`config.mk`:
```
export PLATFORM = sky130hd
export DESIGN_NAME = exec_pipe
export DESIGN_NICKNAME = d
export VERILOG_FILES = /design/src/rtl/exec_pipe.sv
export SDC_FILE = /design/constraint.sdc
export NUM_CORES = 1
export LEC_CHECK = 0
export ABC_AREA = 1
export ABC_CLOCK_PERIOD_IN_PS = 1100
export CORE_MARGIN = 2
export CORE_UTILIZATION = 35
export DETAILED_ROUTE_END_ITERATION = 10
export HOLD_SLACK_MARGIN = 0.12
export PLACE_DENSITY = 0.58
export SLEW_MARGIN = 15
export SYNTH_ARGS = -nofsm -noshare
export SYNTH_HDL_FRONTEND = slang
export SYNTH_SLANG_ARGS = --single-unit
```
`constraint.sdc`:
```
create_clock -name clk -period 1.1 [get_ports clk]
set_input_delay 0.165 -clock clk [delete_from_list [all_inputs] [get_ports clk]]
set_output_delay 0.165 -clock clk [all_outputs]
set_load 0.005 [all_outputs]
```
`src/rtl/exec_pipe.sv`:
```
`timescale 1ns/1ps
// exec_pipe: DEPTH-stage registered execute pipeline with per-stage valid
// bits, stall/flush control and hazard/forwarding taps.
//
// Ports:
//   clk, reset_n        rising-edge clock, asynchronous active-low reset
//   in_*                stage-0 capture: valid, ALU result, zero/overflow
//                       flags, branch target, destination, write request
//   stall, flush        hold all stages / kill all stages (flush wins)
//   out_valid .. dst    last-stage fields, forced to 0 when not valid
//   regwrite            last-stage effective write enable
//   stage_dst/stage_wr  per-stage effective destination and write enable
//   exc_pending         some valid stage holds an overflowing instruction
module exec_pipe #(
  parameter int unsigned DATA_W = 32,
  parameter int unsigned ADDR_W = 32,
  parameter int unsigned DST_W  = 5,
  parameter int unsigned DEPTH  = 2
) (
  input  logic                   clk,
  input  logic                   reset_n,
  input  logic                   in_valid,
  input  logic [DATA_W-1:0]      in_aluresult,
  input  logic                   in_zero,
  input  logic                   in_overflow,
  input  logic [ADDR_W-1:0]      in_new_pc,
  input  logic [DST_W-1:0]       in_dst,
  input  logic                   in_regwrite,
  input  logic                   stall,
  input  logic                   flush,
  output logic                   out_valid,
  output logic [DATA_W-1:0]      aluresult,
  output logic                   zero,
  output logic                   overflow,
  output logic [ADDR_W-1:0]      new_pc,
  output logic [DST_W-1:0]       dst,
  output logic                   regwrite,
  output logic [DEPTH*DST_W-1:0] stage_dst,
  output logic [DEPTH-1:0]       stage_wr,
  output logic                   exc_pending
);

  localparam int unsigned LAST = DEPTH - 1;

  logic              vld_q  [DEPTH];
  logic              wr_q   [DEPTH];
  logic              zero_q [DEPTH];
  logic              ovf_q  [DEPTH];
  logic [DATA_W-1:0] res_q  [DEPTH];
  logic [ADDR_W-1:0] pc_q   [DEPTH];
  logic [DST_W-1:0]  dst_q  [DEPTH];

  logic              in_wr_c;
  logic [DEPTH-1:0]  exc_vec_c;

  // Overflowing instructions and writes to r0 never commit a register write.
  assign in_wr_c = in_valid & in_regwrite & ~in_overflow & (in_dst != '0);

  // Stage registers: flush clears valid bits only, stall holds everything.
  always_ff @(posedge clk or negedge reset_n) begin
    if (!reset_n) begin
      for (int i = 0; i < int'(DEPTH); i++) begin
        vld_q[i]  <= 1'b0;
        wr_q[i]   <= 1'b0;
        zero_q[i] <= 1'b0;
        ovf_q[i]  <= 1'b0;
        res_q[i]  <= '0;
        pc_q[i]   <= '0;
        dst_q[i]  <= '0;
      end
    end else if (flush) begin
      for (int i = 0; i < int'(DEPTH); i++) begin
        vld_q[i] <= 1'b0;
      end
    end else if (!stall) begin
      vld_q[0]  <= in_valid;
      wr_q[0]   <= in_wr_c;
      zero_q[0] <= in_zero;
      ovf_q[0]  <= in_overflow;
      res_q[0]  <= in_aluresult;
      pc_q[0]   <= in_new_pc;
      dst_q[0]  <= in_dst;
      for (int i = 1; i < int'(DEPTH); i++) begin
        vld_q[i]  <= vld_q[i-1];
        wr_q[i]   <= wr_q[i-1];
        zero_q[i] <= zero_q[i-1];
        ovf_q[i]  <= ovf_q[i-1];
        res_q[i]  <= res_q[i-1];
        pc_q[i]   <= pc_q[i-1];
        dst_q[i]  <= dst_q[i-1];
      end
    end
  end

  // Per-stage hazard taps and exception sources, gated by valid.
  for (genvar g = 0; g < DEPTH; g++) begin : g_stage
    assign stage_wr[g]                = vld_q[g] & wr_q[g];
    assign stage_dst[g*DST_W +: DST_W] = stage_wr[g] ? dst_q[g] : '0;
    assign exc_vec_c[g]               = vld_q[g] & ovf_q[g];
  end

  assign exc_pending = |exc_vec_c;

  // Last stage drives the outputs; stale data is hidden when not valid.
  assign out_valid = vld_q[LAST];
  assign aluresult = vld_q[LAST] ? res_q[LAST] : '0;
  assign zero      = vld_q[LAST] & zero_q[LAST];
  assign overflow  = vld_q[LAST] & ovf_q[LAST];
  assign new_pc    = vld_q[LAST] ? pc_q[LAST] : '0;
  assign dst       = vld_q[LAST] ? dst_q[LAST] : '0;
  assign regwrite  = vld_q[LAST] & wr_q[LAST];

endmodule

```
# ---- Yosys cells after proc, flatten, opt, wreduce, memory -nomap -nowiden
# Index checks and enable logic that the tools add are counted.
dict set report word_totals {
  regBits 146
  in_bits 77
  out_inout_bits 86
  wordCells 36
}
dict set report classes {
  n_eq_ne 1
  muxes 7
  bitwise 11
  n_reduce_logical 3
}
# operator count
set op_table {}
lappend op_table {{32-bit 2-to-1 mux} 2}
lappend op_table {{5-bit 2-to-1 mux} 3}
lappend op_table {{1-bit bitwise AND} 8}
lappend op_table {{5-bit nonzero test} 1}
lappend op_table {{2-bit 2-to-1 mux} 2}
lappend op_table {{1-bit NOT} 3}
lappend op_table {{2-bit by 1-bit inequality test with 1-bit output, second input constant} 1}
lappend op_table {{2-bit AND reduction} 1}
lappend op_table {{2-bit OR reduction} 1}

# ---- Depth between registers and ports, before layout
# Gate-level depths: netlist of run 1.
dict set report depth {
  word_depth 3
  depth_mapped 7
  depth_no_buf 5
}

# ---- Worst setup path before layout of run 1
# Ideal clock, no wire load.
dict set report synth_timing {
  kind {register -> output}
  start {register vld_q (netlist bit out_valid)}
  end {output stage_wr[1]}
  arrival_ns 0.936
  required_ns 0.935
  slack_ns -0.001
  stages_incl_launch_ff 5
  n_path_buf 2
  cell_sequence {dfrtp_1 -> clkbuf_1 -> nand2_1 -> inv_1 -> buf_4}
}
dict set report synth_between {
  elab_chain_cells 1
}
# element line_no
set synth_rtl {}
lappend synth_rtl {{start: declaration} 45} ;# logic vld_q [DEPTH];
lappend synth_rtl {{start signal: indexed assignment} 84} ;# vld_q[i] <= vld_q[i-1];
lappend synth_rtl {{1-bit bitwise AND} -}
lappend synth_rtl {{end: declaration} 39} ;# output logic [DEPTH-1:0] stage_wr,
# Every way passes these cells.

# ---- Worst setup path in the final report of run 1
dict set report layout_timing {
  start {register vld_q (netlist bit out_valid)}
  end {output new_pc[20]}
}
dict set report layout_between {
  elab_chain_cells 1
}
# element line_no
set layout_rtl {}
lappend layout_rtl {{32-bit 2-to-1 mux} 109} ;# assign new_pc = vld_q[LAST] ? pc_q[LAST] : '0;
lappend layout_rtl {{end: declaration} 35} ;# output logic [ADDR_W-1:0] new_pc,
# Every way passes these cells.

==> PnR_summary.wiki, run 1 <==
{| class="wikitable"
! Metric !! Value
|-
| Static leakage power || around 0.0057 uW
|-
| Highest ir drop seen on vdd || a little over 1000 uV
|-
| Part of the power in the clock network || ~40%
|-
| Antenna violations before repair || 0
|-
| Number of instances in the synthesized netlist || ~770
|-
| Relative slew margins || approximately four fifths
|-
| Inserted Diodes || 0
|-
| Flop-to-flop setup slack || -0.14 ns
|-
| CTS clk-pin slew, worst paths || roughly 0.07 ns
|-
| Mean routed wirelength per cell || 13.2 um
|-
| Floorplan Core Area || approximately 17000 sq um
|-
| IO Pins || approximately 160
|-
| Number of port buffers || ~160
|-
| Sequential cell fraction of total power || between 40 and 50%
|-
| Standard-cell rows || 48
|-
| Depth of the CTS H-tree || 4
|-
| Worst skew pair latency || ~0.42 ns
|-
| Synth Net Count || approximately 850
|-
| Final non-filler cell area || between 9000 and 10000 sq um
|-
| Number of global-route vias before repair || ~5000
|-
| GRT Overall Usage || about 18%
|-
| Required time of the worst setup path || around 0.94 ns
|-
| Total wirelength of the detailed-routed design || between 15 and 20 mm
|-
| CP peak stage delay || between 0.4 and 0.5 ns
|-
| DR iter-0 viols || between 300 and 400
|-
| Maximum number of pins on one net before global-route repair || a little over 40
|-
| Time the worst path needs with I/O delays and setup || 1.73 ns
|-
| Vias per std cell || about 4.3
|-
| Max-cap check violation count || 0
|-
| Pins Over Slew Limit || 0
|-
| Total congestion overflow || 0
|-
| DR vias || 5330
|-
| Number of standard cells in the final layout excluding fillers || about 1200
|-
| Number of cells traversed by the worst register-to-register path || 6
|-
| Clock tree from TritonCTS || done
|-
| Placed instance area || roughly 8300 sq um
|-
| Remaining number of nets flagged by the antenna check after routing || 0
|-
| Cell at the slowest stage of the critical path || dfrtp_2
|-
| Vertical die dimension || approximately 140 um
|-
| Combinational group share of total power || 13.2%
|-
| Final setup viols || 87
|-
| Clock tree skew after final layout || 0.00651 ns
|-
| Class of the most critical setup path || flip-flop to output pin
|-
| Arrival time of data at the critical path endpoint || approximately 1.6 ns
|-
| Root Buffer || clkbuf_16
|-
| Ratio of cells with drive above 1 in the final layout || 33.0%
|-
| Crit Reg-Reg Endpoint || out_valid
|-
| # clock sinks || between 100 and 150
|-
| Max clock buf depth || 2
|-
| First-pass DRT Iterations || 5
|-
| Global-route wire length before repair || between 20 and 30 mm
|-
| Die X-Extent || ~140 um
|-
| Number of design rule violations left after detail routing || 0
|-
| Number of instances in the placed design || roughly 1200
|-
| Violated checks || setup timing
|-
| Setup total negative slack || -44.30 ns
|-
| Power spent charging and discharging nets || ~3800 uW
|-
| Worst R2R Start || out_valid
|-
| Hold violation count in the final report || 0
|-
| Nets@finish || 1065
|-
| Outcome || complete, but fails checks
|-
| Total number of yosys warnings || 0
|-
| Portion of the post-synthesis area used by sequential elements || between 50% and 60%
|-
| Pin slew with the least headroom to its limit || between 0.3 and 0.4 ns
|-
| Detailed Place HPWL || 10.1 mm
|-
| Area growth from synthesis to layout || 57.0%
|-
| Average cell area after synthesis || roughly 8 sq um
|-
| Crit share post-route || 157%
|-
| Total power divided by cell area || 1480 nW/um^2
|-
| Path class of the lowest-slack min-delay path || input port to async pin
|-
| Max Fclk || ~0.58 GHz
|-
| Area of the mapped netlist || 6170 sq um
|-
| Die area || 18700 sq um
|-
| Synth Register Bits || roughly 150
|-
| Cell-by-cell listing of the critical path || buf_12, buf_8, clkbuf_16, nand2_4, inv_2, buf_6
|-
| Startpoint kind of the worst setup timing path || flip-flop
|-
| Dpl ws || -0.442 ns
|-
| RSZ-0062 raised after global routing || true
|-
| Number of buffers created by CTS || 17
|-
| Share of total power consumed by net switching || a little over a quarter
|-
| Crit-path max FO || 6
|-
| Routability cong. || about 0.8
|-
| Initial standard-cell utilization of the core || between 30% and 40%
|-
| Fin worst setup slack || -0.626 ns
|-
| CP endpoint kind || output pin
|-
| Internal power consumption || 10500 uW
|-
| Number of library cell types mapped by synthesis || 15
|-
| FILL cells || approximately 1600
|}
-- critical path, delay by kind of cell (launching register included) --
family	cells	cell delay, ns
DFF	1	0.49
and+or+nand+nor	1	0.06
buffers and inverters	5	0.60
-- cell type report --
class	instances	area (sq um)	share of cell area, %
inverter	109	412	4.25
sequential	146	3650	37.7
timing repair buffer	241	2450	25.2
clock inverter	14	156	1.61
clock buffer	18	439	4.53
multi-input combinational	473	2300	23.8
tap	225	282	2.90
-- worst max path at each step --
stage	from	end	cells past startpoint
detailed placement	out_valid	stage_dst[5]	3
global placement	out_valid	stage_dst[5]	3
global route	out_valid	new_pc[20]	6
finish	out_valid	new_pc[20]	6
floorplan	out_valid	stage_wr[1]	4
CTS	out_valid	new_pc[20]	7
-- placed cells by master, fill, tap and decap left out, drive strengths merged --
cell           count
nand3              2
clkdlybuf4s50     75
buf              135
nor2              14
clkinv             9
bufinv             2
inv              111
o21ai             56
clkbuf            47
dfrtp            146
nand2            400
nand3b             1
dlymetal6s2s       1
dlygate4sd3        1
clkinvlp           1
-- per-layer routing --
metal	up-vias	global-route usage, %	wire length [um]
li1	2696	-	-
met1	2491	23.7	7270
met2	128	27.6	7760
met3	15	5.11	961
met4	0	5.73	206
met5	-	0	0
-- per-stage QoR --
step | total power, uW | util [%] | hold WS (ns)
final | 14300 | 56.0 | 0.183
after CTS | 14300 | 53.7 | 0.177
after global placement | 8260 | 48.2 | 0.0665
after detailed placement | 8300 | 48.2 | 0.0672
after global routing | 15100 | 56.0 | 0.192
after floorplan | 7360 | - | -0.131
-- cell families after synthesis --
| group | share of synthesized area, % |
|---|---|
| flip-flops | 59.2 |
| AO/OA/AOI/OAI | 4.54 |
| AND/OR/NAND/NOR | 25.5 |
| buffers and inverters | 10.8 |
-- cells in the mapped netlist --
library cell	number	area, sq um
buf_8	1	15.0
nand2_1	399	1500
clkbuf_1	10	37.5
nor2_1	13	48.8
buf_4	8	60.1
inv_2	1	3.75
buf_6	6	67.6
o21ai_0	56	280
nand3_1	2	10.0
dfrtp_1	146	3650
buf_2	15	75.1
inv_1	108	405
nand3b_1	1	7.51
nor2_2	1	6.26
nand2_2	1	6.26
-- flip-flops by register name (all words and copies together), names as in the netlist --
name / flops
pc_q: 64
res_q: 64
dst_q: 10
ovf_q: 2
wr_q: 2
zero_q: 2
out_valid: 1
vld_q: 1
-- timing repair --
item	4_1_cts	5_1_grt
gates resized for setup	287	278
hold endpoints to repair	146	0
buffers inserted	20	19
hold buffers	1	0
cloned	6	3
pin swaps	2	2
endpoints found under the setup margin	87	92
-- power groups by stage --
stage	Combinational, uW	Sequential (uW)	Clock (uW)
after detailed placement	1710	6600	0
final	1890	6680	5770
after CTS	1820	6560	5910
after global routing	2150	6770	6190
after floorplan	856	6500	0
after global placement	1670	6590	0
Power figures use the tool's default switching activity.
==> run 2: changes to the inputs <==
--- a/config.mk
+++ b/config.mk
@@ -7,12 +7,11 @@
 export LEC_CHECK = 0
 export ABC_AREA = 1
 export ABC_CLOCK_PERIOD_IN_PS = 1100
-export CORE_MARGIN = 2
+export CORE_MARGIN = 1.5
 export CORE_UTILIZATION = 35
 export DETAILED_ROUTE_END_ITERATION = 10
 export HOLD_SLACK_MARGIN = 0.12
 export PLACE_DENSITY = 0.58
-export SLEW_MARGIN = 15
 export SYNTH_ARGS = -nofsm -noshare
 export SYNTH_HDL_FRONTEND = slang
 export SYNTH_SLANG_ARGS = --single-unit
==> PnR_summary.wiki, run 2 (same netlist as run 1, synthesis figures left out) <==
{| class="wikitable"
! Metric !! Value
|-
| Outcome || complete, but fails checks
|-
| Violated checks || setup timing
|-
| Sequential cell fraction of total power || 44.5% (-2.1 points)
|-
| Class of the most critical setup path || flip-flop to output pin
|-
| Floorplan Core Area || 17300 sq um (unchanged)
|-
| Number of standard cells in the final layout excluding fillers || 1222 (-0.33%)
|-
| Biggest regs || pc_q (64), res_q (64), dst_q (10)
|-
| Remaining number of nets flagged by the antenna check after routing || 0 (unchanged)
|-
| Most common cell after layout, fill and taps aside || nand2_1
|-
| Share of total power consumed by net switching || 25.5% (-1.1 points)
|-
| Required time of the worst setup path || 0.94 ns (about the same)
|-
| DR vias || 5258 (-1.4%)
|-
| Root Buffer || clkbuf_16
|-
| Pin slew with the least headroom to its limit || 0.289 ns (-0.0299 ns)
|-
| Max Fclk || 0.580 GHz (+0.13%)
|-
| Area growth from synthesis to layout || 57.3%
|-
| Ratio of cells with drive above 1 in the final layout || 30.3% (-2.7 points)
|-
| Most frequent cell on the critical path || buf_6
|-
| Vertical die dimension || 136 um (-0.73%)
|-
| Nets@finish || 1061 (-0.38%)
|-
| Number of instances in the placed design || 1154 (-0.26%)
|-
| CP endpoint kind || output pin
|-
| Max-cap check violation count || 0 (unchanged)
|-
| Static leakage power || 0.00577 uW (+1.6%)
|-
| Final setup viols || 86 (-1.1%)
|-
| Hold violation count in the final report || 0 (unchanged)
|-
| Cell-by-cell listing of the critical path || buf_6, clkbuf_16, buf_6, buf_6, nand2_2, inv_2, buf_6
|-
| First-pass DRT Iterations || 4 (-1)
|-
| Die X-Extent || 136 um (-0.73%)
|-
| IO Pins || 163 (unchanged)
|-
| Die area || 18400 sq um (-1.5%)
|-
| DR iter-0 viols || 245 (-22%)
|-
| Depth of the CTS H-tree || 4 (unchanged)
|-
| Final non-filler cell area || 9710 sq um (+0.19%)
|-
| Total congestion overflow || 0 (unchanged)
|-
| Crit share post-route || 157% (-0.20 points)
|-
| Fin worst setup slack || -0.624 ns (+0.00225 ns)
|-
| Worst skew pair latency || 0.42 ns (about the same)
|-
| Antenna violations before repair || 0 (unchanged)
|-
| Crit-path max FO || 4 (-2)
|-
| Path class of the lowest-slack min-delay path || input port to async pin
|-
| CP peak stage delay || 0.44 ns (-0.05 ns)
|-
| Relative slew margins || 80.7% (+2.0 points)
|-
| Placed instance area || 8360 sq um (+0.33%)
|-
| Routability cong. || 0.742 (-6.8%)
|-
| Time the worst path needs with I/O delays and setup || 1.72 ns (-0.00225 ns)
|-
| Number of buffers created by CTS || 17 (unchanged)
|-
| Standard-cell rows || 48 (unchanged)
|-
| # clock sinks || 146 (unchanged)
|-
| Combinational group share of total power || 12.6% (-0.6 points)
|-
| Highest ir drop seen on vdd || 1110 uV (+9.8%)
|-
| GRT Overall Usage || 17.0% (-0.65 points)
|-
| Number of design rule violations left after detail routing || 0 (unchanged)
|-
| Inserted Diodes || 0 (unchanged)
|-
| Cell at the slowest stage of the critical path || dfrtp_2
|-
| Highest-count cells in the layout ignoring fill and taps || nand2_1, dfrtp_1, clkdlybuf4s50_1
|-
| RSZ-0062 raised after global routing || true
|-
| Arrival time of data at the critical path endpoint || 1.56 ns (about the same)
|-
| Part of the power in the clock network || 42.8% (+2.6 points)
|-
| Number of global-route vias before repair || 4792 (-4.1%)
|-
| CTS clk-pin slew, worst paths || 0.06 ns (about the same)
|-
| Power spent charging and discharging nets || 3820 uW (-0.15%)
|-
| Startpoint kind of the worst setup timing path || flip-flop
|-
| Pins Over Slew Limit || 0 (unchanged)
|-
| Internal power consumption || 11100 uW (+5.9%)
|-
| Maximum number of pins on one net before global-route repair || 34 (-17%)
|-
| Total power divided by cell area || 1540 nW/um^2 (+4.1%)
|-
| Mean routed wirelength per cell || 13.2 um (+0.14%)
|-
| Vias per std cell || 4.30 (-1.0%)
|-
| Initial standard-cell utilization of the core || 35.7% (unchanged)
|-
| Number of port buffers || 162 (unchanged)
|-
| Total wirelength of the detailed-routed design || 16.2 mm (-0.19%)
|-
| Clock tree from TritonCTS || done
|-
| Max clock buf depth || 2 (unchanged)
|-
| Global-route wire length before repair || 24.1 mm (-4.9%)
|-
| Clock tree skew after final layout || 0.00523 ns (-0.00128 ns)
|-
| Detailed Place HPWL || 9.99 mm (-1.5%)
|}
run 2: changes by cell type in the layout (fill, tap and decap cells not counted), moves of 3 or more:
cell | before | now
bufinv_16 | 2 | 5
inv_1 | 62 | 69
nand2_1 | 327 | 334
inv_2 | 46 | 38
buf_6 | 53 | 37
buf_8 | 6 | 3
inv_6 | 2 | 5
clkbuf_2 | 26 | 52
nand2_4 | 37 | 31
clkinv_4 | 7 | 2
dlymetal6s2s_1 | 1 | 12
buf_2 | 29 | 7
nor2_2 | 4 | 1
clkbuf_16 | 20 | 23
run 2: power groups by stage:
stage	Combinational, uW	Sequential, uW	Clock, uW
after floorplan	856	6500	0
final	1890	6660	6400
after global routing	2140	6750	6760
after detailed placement	1720	6600	0
after global placement	1680	6580	0
after CTS	1740	6520	6530
run 2: cell type report:
type | count | area (sq um)
fillers | 1605 | 7580
flip-flops and latches | 146 | 3650
repair buffers | 237 | 2430
multi-input cells | 473 | 2280
clock buffers | 17 | 425
inverters | 109 | 417
well taps | 225 | 282
clock inverters | 15 | 230
run 2: layer usage:
layer / vias up / track usage [%] / share of wire (%)
li1: 2685 / - / -
met1: 2424 / 22.3 / 46
met2: 126 / 26.5 / 47
met3: 23 / 4.88 / 5.3
met4: 0 / 6.93 / 1.9
met5: - / 0 / 0
run 2: worst max-delay path: cells and delay by family, from the launching register on:
kind / cells / cell delay (ns)
simple gates: 1 / 0.05
buf+inv: 6 / 0.63
flops: 1 / 0.44
run 2: path summary, 6_finish.rpt:
path | startpoint | cells after the start | endpoint | slack, ns
hold reg to reg | zero_q[1] | 2 | zero_q[0] | 0.47
setup / recovery | out_valid | 7 | dst[2] | -0.62
hold / removal | reset_n | 2 | res_q[7] | 0.17
setup reg to reg | out_valid | 5 | out_valid | 0.01
max in group asynchronous | reset_n | 3 | res_q[50] | 0.43
min in group clk | flush | 4 | vld_q[1] | 0.17
run 2: what timing repair did:
item | 4_1_cts | 5_1_grt
gates resized for setup | 114 | 337
endpoints found under the hold margin | 146 | 0
setup endpoints to repair | 86 | 88
gates cloned | 1 | 7
hold buffers | 1 | 0
setup buffers | 7 | 21
pin swaps | 1 | 2
run 2: metrics by stage:
step           hold WS [ns]  power (uW)  setup TNS [ns]  setup slack [ns]  util, %
5_1_grt               0.164       15600          -47.95            -0.694     56.2
2_1_floorplan        -0.131        7360               0            0.0628        -
3_3_place_gp         0.0502        8270          -74.55            -0.407     48.4
3_5_place_dp         0.0531        8320          -77.35            -0.407     48.4
4_1_cts               0.165       14800          -53.00            -0.799     52.4
6_report              0.169       14900          -42.69            -0.624     56.2
==> run 3: changes to the inputs <==
--- a/config.mk
+++ b/config.mk
@@ -9,6 +9,7 @@
 export ABC_CLOCK_PERIOD_IN_PS = 1100
 export CORE_MARGIN = 1.5
 export CORE_UTILIZATION = 35
+export CTS_CLUSTER_DIAMETER = 100
 export DETAILED_ROUTE_END_ITERATION = 10
 export HOLD_SLACK_MARGIN = 0.12
 export PLACE_DENSITY = 0.58
==> results of run 3 <==
No change in the layout: final DEF, timing and power equal those of run 2.
